<file path="src/rtl/inst_trace_fifo.sv">
`default_nettype none
// ============================================================================
//  Module   : inst_trace_fifo
//  Purpose  : Commit-side instruction trace buffer. Captures up to two retired
//             instructions per cycle and replays them one per cycle, in
//             program order, over a first-word-fall-through valid/ready port.
//             Tracks commits lost to a full buffer.
//  Revision : 1.0 - initial release
// ============================================================================
module inst_trace_fifo #(
    parameter int  DEPTH = 16,
    localparam int CNT_W = $clog2(DEPTH) + 1
) (
    input  logic             clk,
    input  logic             resetn,
    input  logic             clear,
    input  logic             freeze,
    input  logic             c0_valid,
    input  logic [31:0]      c0_pc,
    input  logic [31:0]      c0_instr,
    input  logic             c1_valid,
    input  logic [31:0]      c1_pc,
    input  logic [31:0]      c1_instr,
    output logic             out_valid,
    input  logic             out_ready,
    output logic [31:0]      out_pc,
    output logic [31:0]      out_instr,
    output logic [CNT_W-1:0] count,
    output logic [15:0]      drop_cnt,
    output logic             overflow
);

    localparam int               c_ptr_w = $clog2(DEPTH);
    localparam logic [CNT_W-1:0] c_depth = CNT_W'(DEPTH);

    // Storage (intentionally not reset; only read while count != 0)
    logic [31:0]        r_mem_pc    [DEPTH];
    logic [31:0]        r_mem_instr [DEPTH];

    logic [c_ptr_w-1:0] r_wr_ptr;
    logic [c_ptr_w-1:0] r_rd_ptr;
    logic [CNT_W-1:0]   r_count;
    logic [15:0]        r_drop_cnt;
    logic               r_overflow;

    logic               w_push0;
    logic               w_push1;
    logic [1:0]         w_n_req;
    logic [1:0]         w_n_acc;
    logic [1:0]         w_n_drop;
    logic [CNT_W-1:0]   w_free;
    logic               w_nonempty;
    logic               w_pop;
    logic               w_flush;
    logic [31:0]        w_wr_pc0;
    logic [31:0]        w_wr_instr0;
    logic [c_ptr_w-1:0] w_wr_ptr1;
    logic [CNT_W-1:0]   w_count_next;
    logic [16:0]        w_drop_sum;
    logic [15:0]        w_drop_next;

    // Admission: free space is judged on start-of-cycle count, so a same-cycle
    // pop never makes room for this cycle's commits. Oldest slots win.
    always_comb begin
        w_flush     = !resetn || clear;
        w_push0     = c0_valid && !freeze;
        w_push1     = c1_valid && !freeze;
        w_n_req     = {1'b0, w_push0} + {1'b0, w_push1};
        w_free      = c_depth - r_count;
        w_n_acc     = w_n_req;
        if (w_free == '0) begin
            w_n_acc = 2'd0;
        end else if (w_free == CNT_W'(1) && w_n_req == 2'd2) begin
            w_n_acc = 2'd1;
        end
        w_n_drop    = w_n_req - w_n_acc;
        // The first written entry is slot 0 if it pushes, otherwise slot 1 alone
        w_wr_pc0    = w_push0 ? c0_pc    : c1_pc;
        w_wr_instr0 = w_push0 ? c0_instr : c1_instr;
        w_wr_ptr1   = r_wr_ptr + c_ptr_w'(1);
        w_nonempty  = (r_count != '0);
        w_pop       = w_nonempty && out_ready;
        w_count_next = r_count + {{(CNT_W-2){1'b0}}, w_n_acc}
                               - {{(CNT_W-1){1'b0}}, w_pop};
        w_drop_sum  = {1'b0, r_drop_cnt} + {15'd0, w_n_drop};
        w_drop_next = w_drop_sum[16] ? 16'hFFFF : w_drop_sum[15:0];
    end

    // Write accepted commits into storage; discarded while flushing
    always_ff @(posedge clk) begin
        if (!w_flush) begin
            if (w_n_acc != 2'd0) begin
                r_mem_pc[r_wr_ptr]    <= w_wr_pc0;
                r_mem_instr[r_wr_ptr] <= w_wr_instr0;
            end
            if (w_n_acc == 2'd2) begin
                r_mem_pc[w_wr_ptr1]    <= c1_pc;
                r_mem_instr[w_wr_ptr1] <= c1_instr;
            end
        end
    end

    // Pointer, occupancy and drop statistics; reset and clear both flush
    always_ff @(posedge clk) begin
        if (w_flush) begin
            r_wr_ptr   <= '0;
            r_rd_ptr   <= '0;
            r_count    <= '0;
            r_drop_cnt <= '0;
            r_overflow <= 1'b0;
        end else begin
            r_wr_ptr   <= r_wr_ptr + c_ptr_w'(w_n_acc);
            r_rd_ptr   <= r_rd_ptr + c_ptr_w'(w_pop);
            r_count    <= w_count_next;
            r_drop_cnt <= w_drop_next;
            if (w_n_drop != 2'd0) begin
                r_overflow <= 1'b1;
            end
        end
    end

    assign out_valid = w_nonempty;
    assign out_pc    = w_nonempty ? r_mem_pc[r_rd_ptr]    : 32'd0;
    assign out_instr = w_nonempty ? r_mem_instr[r_rd_ptr] : 32'd0;
    assign count     = r_count;
    assign drop_cnt  = r_drop_cnt;
    assign overflow  = r_overflow;

endmodule
`default_nettype wire

</file>
<file path="config.mk">
export PLATFORM = sky130hd
export DESIGN_NAME = inst_trace_fifo
export DESIGN_NICKNAME = d
export VERILOG_FILES = /design/src/rtl/inst_trace_fifo.sv
export SDC_FILE = /design/constraint.sdc
export NUM_CORES = 2
export LEC_CHECK = 0
export ABC_CLOCK_PERIOD_IN_PS = 10800
export BUFFER_PORTS_ARGS = -buffer_cell sky130_fd_sc_hd__clkbuf_2
export CELL_PAD_IN_SITES_DETAIL_PLACEMENT = 1
export CELL_PAD_IN_SITES_GLOBAL_PLACEMENT = 1
export CORE_MARGIN = 5
export CORE_UTILIZATION = 25
export DETAILED_ROUTE_END_ITERATION = 8
export PLACE_DENSITY_LB_ADDON = 0.1
export SKIP_CTS_REPAIR_TIMING = 1
export SLEW_MARGIN = 0
export SYNTH_ARGS = -nofsm -noshare
export SYNTH_HDL_FRONTEND = slang
export SYNTH_SLANG_ARGS = --single-unit
</file>
<file path="constraint.sdc">
create_clock -name clk -period 10.8 [get_ports clk]
set_input_delay 1.62 -clock clk [delete_from_list [all_inputs] [get_ports clk]]
set_output_delay 1.62 -clock clk [all_outputs]
set_load 0.05 [all_outputs]
</file>
### After elaboration in Yosys (flattened, before gate mapping)

Memories as Yosys holds them, arrays and structs flattened. A register that Yosys moved wholly into a read port is not among the register bits.
Cells that the tools add are included.

* bits in registers: 30
* bits in latches: 0
* bits in writable memories: 1024
* ROM bits: 0
* output and inout bits: 87
* logic and storage cells: 45
* memories: 2

Memories
* r_mem_instr: words 16, bits a word 32, rd ports 1, clocked after Yosys merged registers in 1, write ports 2, line 38 `logic [31:0] r_mem_instr [DEPTH];`
* r_mem_pc: words 16, bits a word 32, rd ports 1, clocked after Yosys merged registers in 1, write ports 2, line 37 `logic [31:0] r_mem_pc [DEPTH];`

* $add $sub $neg: 9
* multiply operators: 0
* divide/modulo/power cells: 0
* $lt $le $gt $ge: 0
* eq/ne operators: 3
* shift-type cells: 0
* muxes and demuxes: 15
* bitwise operators: 0
* reductions and logical operators: 11

Operator list (number)
* 32-bit 2-to-1 mux: 4
* 16-bit by 2-bit adder with 17-bit output: 1
* 16-bit 2-to-1 mux: 1
* 4-bit 2-to-1 mux: 2
* 1-bit 2-to-1 mux: 6
* 5-bit by 2-bit adder with 5-bit output: 1
* 5-bit by 1-bit == test with 1-bit output, second input constant: 1
* 5-bit zero test: 1
* 5-bit nonzero test: 1
* 5-bit by 1-bit subtractor with 5-bit output: 1
* 5-bit subtractor, first input constant: 1
* 4-bit by 1-bit adder with 4-bit output: 1
* 4-bit by 1-bit adder with 4-bit output, second input constant: 1
* 4-bit by 2-bit adder with 4-bit output: 1
* 2-bit == test, second input constant: 2
* 1-bit logical AND: 4
* 2-bit 2-to-1 mux: 2
* 2-bit nonzero test: 2
* 1-bit by 1-bit adder with 2-bit output: 1
* 1-bit zero test: 2
* 2-bit subtractor: 1
* 1-bit logical OR: 1

### Depth between registers and ports, before layout

* depth in word-level cells: 11
* mapped depth: 17
* gate-level depth less buffers: 16

### Worst setup path after synthesis

Ideal clock, no wire load.

* kind: input to register
* from: input freeze
* to: memory r_mem_instr[12][0] (enable)
* setup time: 0.581 ns
* data arrival time: 7.815 ns
* setup slack: 2.403 ns
* stages on the path: 9
* buffers on the path: 2
* cell sequence: nand2b_1 buf_2 buf_2 inv_1 ha_1 nand3_2 o21ai_0 nand3_1 o31ai_1

RTL lines
* start, declared: line 17 `input logic freeze,`
* end, declared: line 38

==> flow_metrics.env <==
export IMPL_finalSetupTns_ns=0
export IMPL_ant_nets=0
export IMPL_wl_mm=206
export IMPL_nets=3903
export IMPL_wl_per_cell_um=30.0
export IMPL_cp_end_kind="output pin"
export IMPL_fillers=23800
export IMPL_mappedNetlistNets=3831
export IMPL_holdPathEnd="overflow"
export IMPL_worstSetupPathType="reg -> out"
export IMPL_cellLeakagePower_nw=21.1
export IMPL_met1_usage=0.229
export IMPL_grt_pass1_wl_mm=289
export IMPL_port_buffers=221
export IMPL_synth_most_common_cell="edfxtp_1"
export IMPL_ys_types=56
export IMPL_synth_top_cell_by_area="edfxtp_1"
export IMPL_max_vdd_ir_drop_mv=0.208
export IMPL_grt_max_degree=111
export IMPL_die_x_um=487
export IMPL_synth_async_reset_ratio=0
export IMPL_cp_start_kind="register"
export IMPL_holdPathStages=2
export IMPL_ys_warn_count=0
export IMPL_track_usage=0.171
export IMPL_slowest_delay_ns=1.05
export IMPL_hold_violations=0
export IMPL_fp_coreArea_sq_mm=0.227
export IMPL_synth_cell_area_sq_mm=0.0569
export IMPL_ys_ff_latch=1054
export IMPL_cts_sinks=1054
export IMPL_area_growth_pct=13.5
export IMPL_first_pass_iters=5
export IMPL_grt_busiest_layer="met2"
export IMPL_place_congestion=0.680
export IMPL_netlist_top_cells_count="edfxtp_1, mux2_2, mux2i_1"
export IMPL_dieArea_sq_mm=0.237
export IMPL_cts_inserted_buffers=140
export IMPL_clock_fmax_mhz=151
export IMPL_clk_latency_ns=0.79
export IMPL_status="completed"
export IMPL_worstReg2RegEnd="r_mem_instr[8][29]"
export IMPL_final_layout_size_suffix_gt1_frac=0.421
export IMPL_cp_max_fo=110
export IMPL_drv_slew=0
export IMPL_die_h_um=487
export IMPL_htreeDepth=4
export IMPL_stdcell_count=6864
export IMPL_cp_arrival_ns=4.99
export IMPL_synth_edf_count=1024
export IMPL_setup_violations=0
export IMPL_r2r_start="count[2]"
export IMPL_hpwl_mm=113
export IMPL_ys_seq_area_frac=0.550
export IMPL_met3_usage=0.0230
export IMPL_yosys_top_cells_area="edfxtp_1, mux2_2, mux2_4, mux2i_1, a22oi_1"
export IMPL_skew_ns=0.0385
export IMPL_vias=32600
export IMPL_viasPerCell=4.76
export IMPL_grt_ovfl_total=0
export IMPL_worstMarginPinSlew_ns=1.26
export IMPL_yosys_area_top_type_share=0.540
export IMPL_period_share=0.612
export IMPL_ioPinCount=222
export IMPL_grtUsageMet2=0.292
export IMPL_drv_cap=0
export IMPL_slowest_stage="dfxtp_4"
export IMPL_antenna_found_initial=11
export IMPL_fp_row_count=175
export IMPL_drt_initial_drc_count=1824
export IMPL_min_from="overflow"
export IMPL_crit_chain="buf_12 -> buf_4 -> mux2i_1 -> a22oi_1 -> nand2_1 -> o21ai_0 -> clkbuf_2"
export IMPL_avgSynthCellArea_sq_um=15.5
export IMPL_hold_class="reg -> reg"
export IMPL_min_period_ns=6.61
export IMPL_start_util=0.251
export IMPL_ff2ff_setup_slack_ns=5.82
export IMPL_fin_util=0.285
export IMPL_dp_cells=6615
export IMPL_synthFlopType="edfxtp_1"
export IMPL_cts_tree="built"
export IMPL_cts_root_buf="clkbuf_16"
export IMPL_relSlewSlack=0.161
export IMPL_reg2reg_depth=10
export IMPL_first_global_vias=35700
export IMPL_rsz0062_at_grt="false"
export IMPL_cts_buffer_depth=3
export IMPL_drc=0
export IMPL_cp_required_ns=9.18
export IMPL_synth_cells=3676
export IMPL_powerDensity_mw_per_mm2=187
export IMPL_cts_clk_slew_worst_paths_ns=0.06
[worst max-delay path: cells and delay by family (launching register included)]
kind,cells,cell delay [ns]
buffers and inverters,3,1.95
DFF,1,1.05
AOI/OAI and AO/OA,2,0.67
muxes,1,0.22
and+or+nand+nor,1,0.07
[registers in the layout, summed over array words and instances (netlist names)]
register,flops
r_wr_ptr,4
overflow,1
r_mem_instr,512
r_rd_ptr,4
drop_cnt,16
count,5
r_mem_pc,512
[layout by cell type (no fill, tap or decap), drive strengths merged, types with 5 or more instances in the layout]
| cell type | instances |
|---|---|
| o21ai | 39 |
| xnor2 | 10 |
| edfxtp | 1024 |
| o22ai | 51 |
| dfxtp | 30 |
| o2111ai | 6 |
| inv | 32 |
| nor3 | 15 |
| mux2i | 486 |
| nand3 | 17 |
| a221oi | 13 |
| ha | 17 |
| buf | 87 |
| a21oi | 18 |
| clkinv | 46 |
| mux2 | 1088 |
| mux4 | 13 |
| nor2 | 15 |
| nand4 | 5 |
| clkbuf | 407 |
| and2 | 6 |
| nor2b | 12 |
| nand2 | 131 |
| diode | 9 |
| o21bai | 7 |
| a22oi | 230 |
[worst max path at each step]
stage                     cells past startpoint         from                  to  slack, ns
final                                         7  r_rd_ptr[0]       out_instr[12]       4.19
after global routing                          7  r_rd_ptr[0]       out_instr[12]       3.93
after CTS                                     7  r_rd_ptr[0]       out_instr[12]       4.04
after detailed placement                      9       freeze  r_mem_instr[8][25]       4.67
after global placement                        9     c1_valid  r_mem_instr[8][25]       4.64
after floorplan                               9       freeze  r_mem_instr[12][0]       2.40
[area by class of cell]
cell class / count / area [sq um] / area share
Antenna cell: 9 / 22.5 / 0.000348
Tap cell: 3009 / 3760 / 0.0583
Clock buffer: 186 / 3760 / 0.0582
Sequential cell: 1054 / 31400 / 0.485
Multi-Input combinational cell: 2217 / 23400 / 0.362
Inverter: 27 / 101 / 0.00157
Clock inverter: 54 / 429 / 0.00664
Timing Repair Buffer: 308 / 1810 / 0.0280
[layer usage]
| metal | vias up | share of wire |
|---|---|---|
| met5 | - | 0.000063 |
| met4 | 2 | 0.021 |
| met3 | 225 | 0.026 |
| met2 | 477 | 0.49 |
| met1 | 17500 | 0.46 |
| li1 | 14500 | - |
[metrics by stage]
stage          hold slack, ns  cell area (sq um)  total power, mW  setup slack [ns]
6_report                0.495              64600             12.1              4.19
5_1_grt                 0.539              64600             12.6              3.93
4_1_cts                 0.506              64600             12.4              4.04
3_5_place_dp            0.498              60400             7.86              4.67
3_3_place_gp            0.485              60400             7.85              4.64
2_1_floorplan           0.493              56900             6.81              2.40
[power breakdown]
| part | internal (mW) | switching (mW) |
|---|---|---|
| Combinational | 0.934 | 2.11 |
| Clock | 2.51 | 1.89 |
| Sequential | 4.58 | 0.0571 |
[cell families after synthesis]
family / count (synthesis) / synth area share
muxes: 1587 / 0.332
DFF: 1054 / 0.550
buffers and inverters: 405 / 0.0447
AOI/OAI and AO/OA: 375 / 0.0465
and+or+nand+nor: 221 / 0.0198
adders and majority gates: 20 / 0.00479
xor gates and xnor gates: 14 / 0.00215
Power figures use the tool's default switching activity.
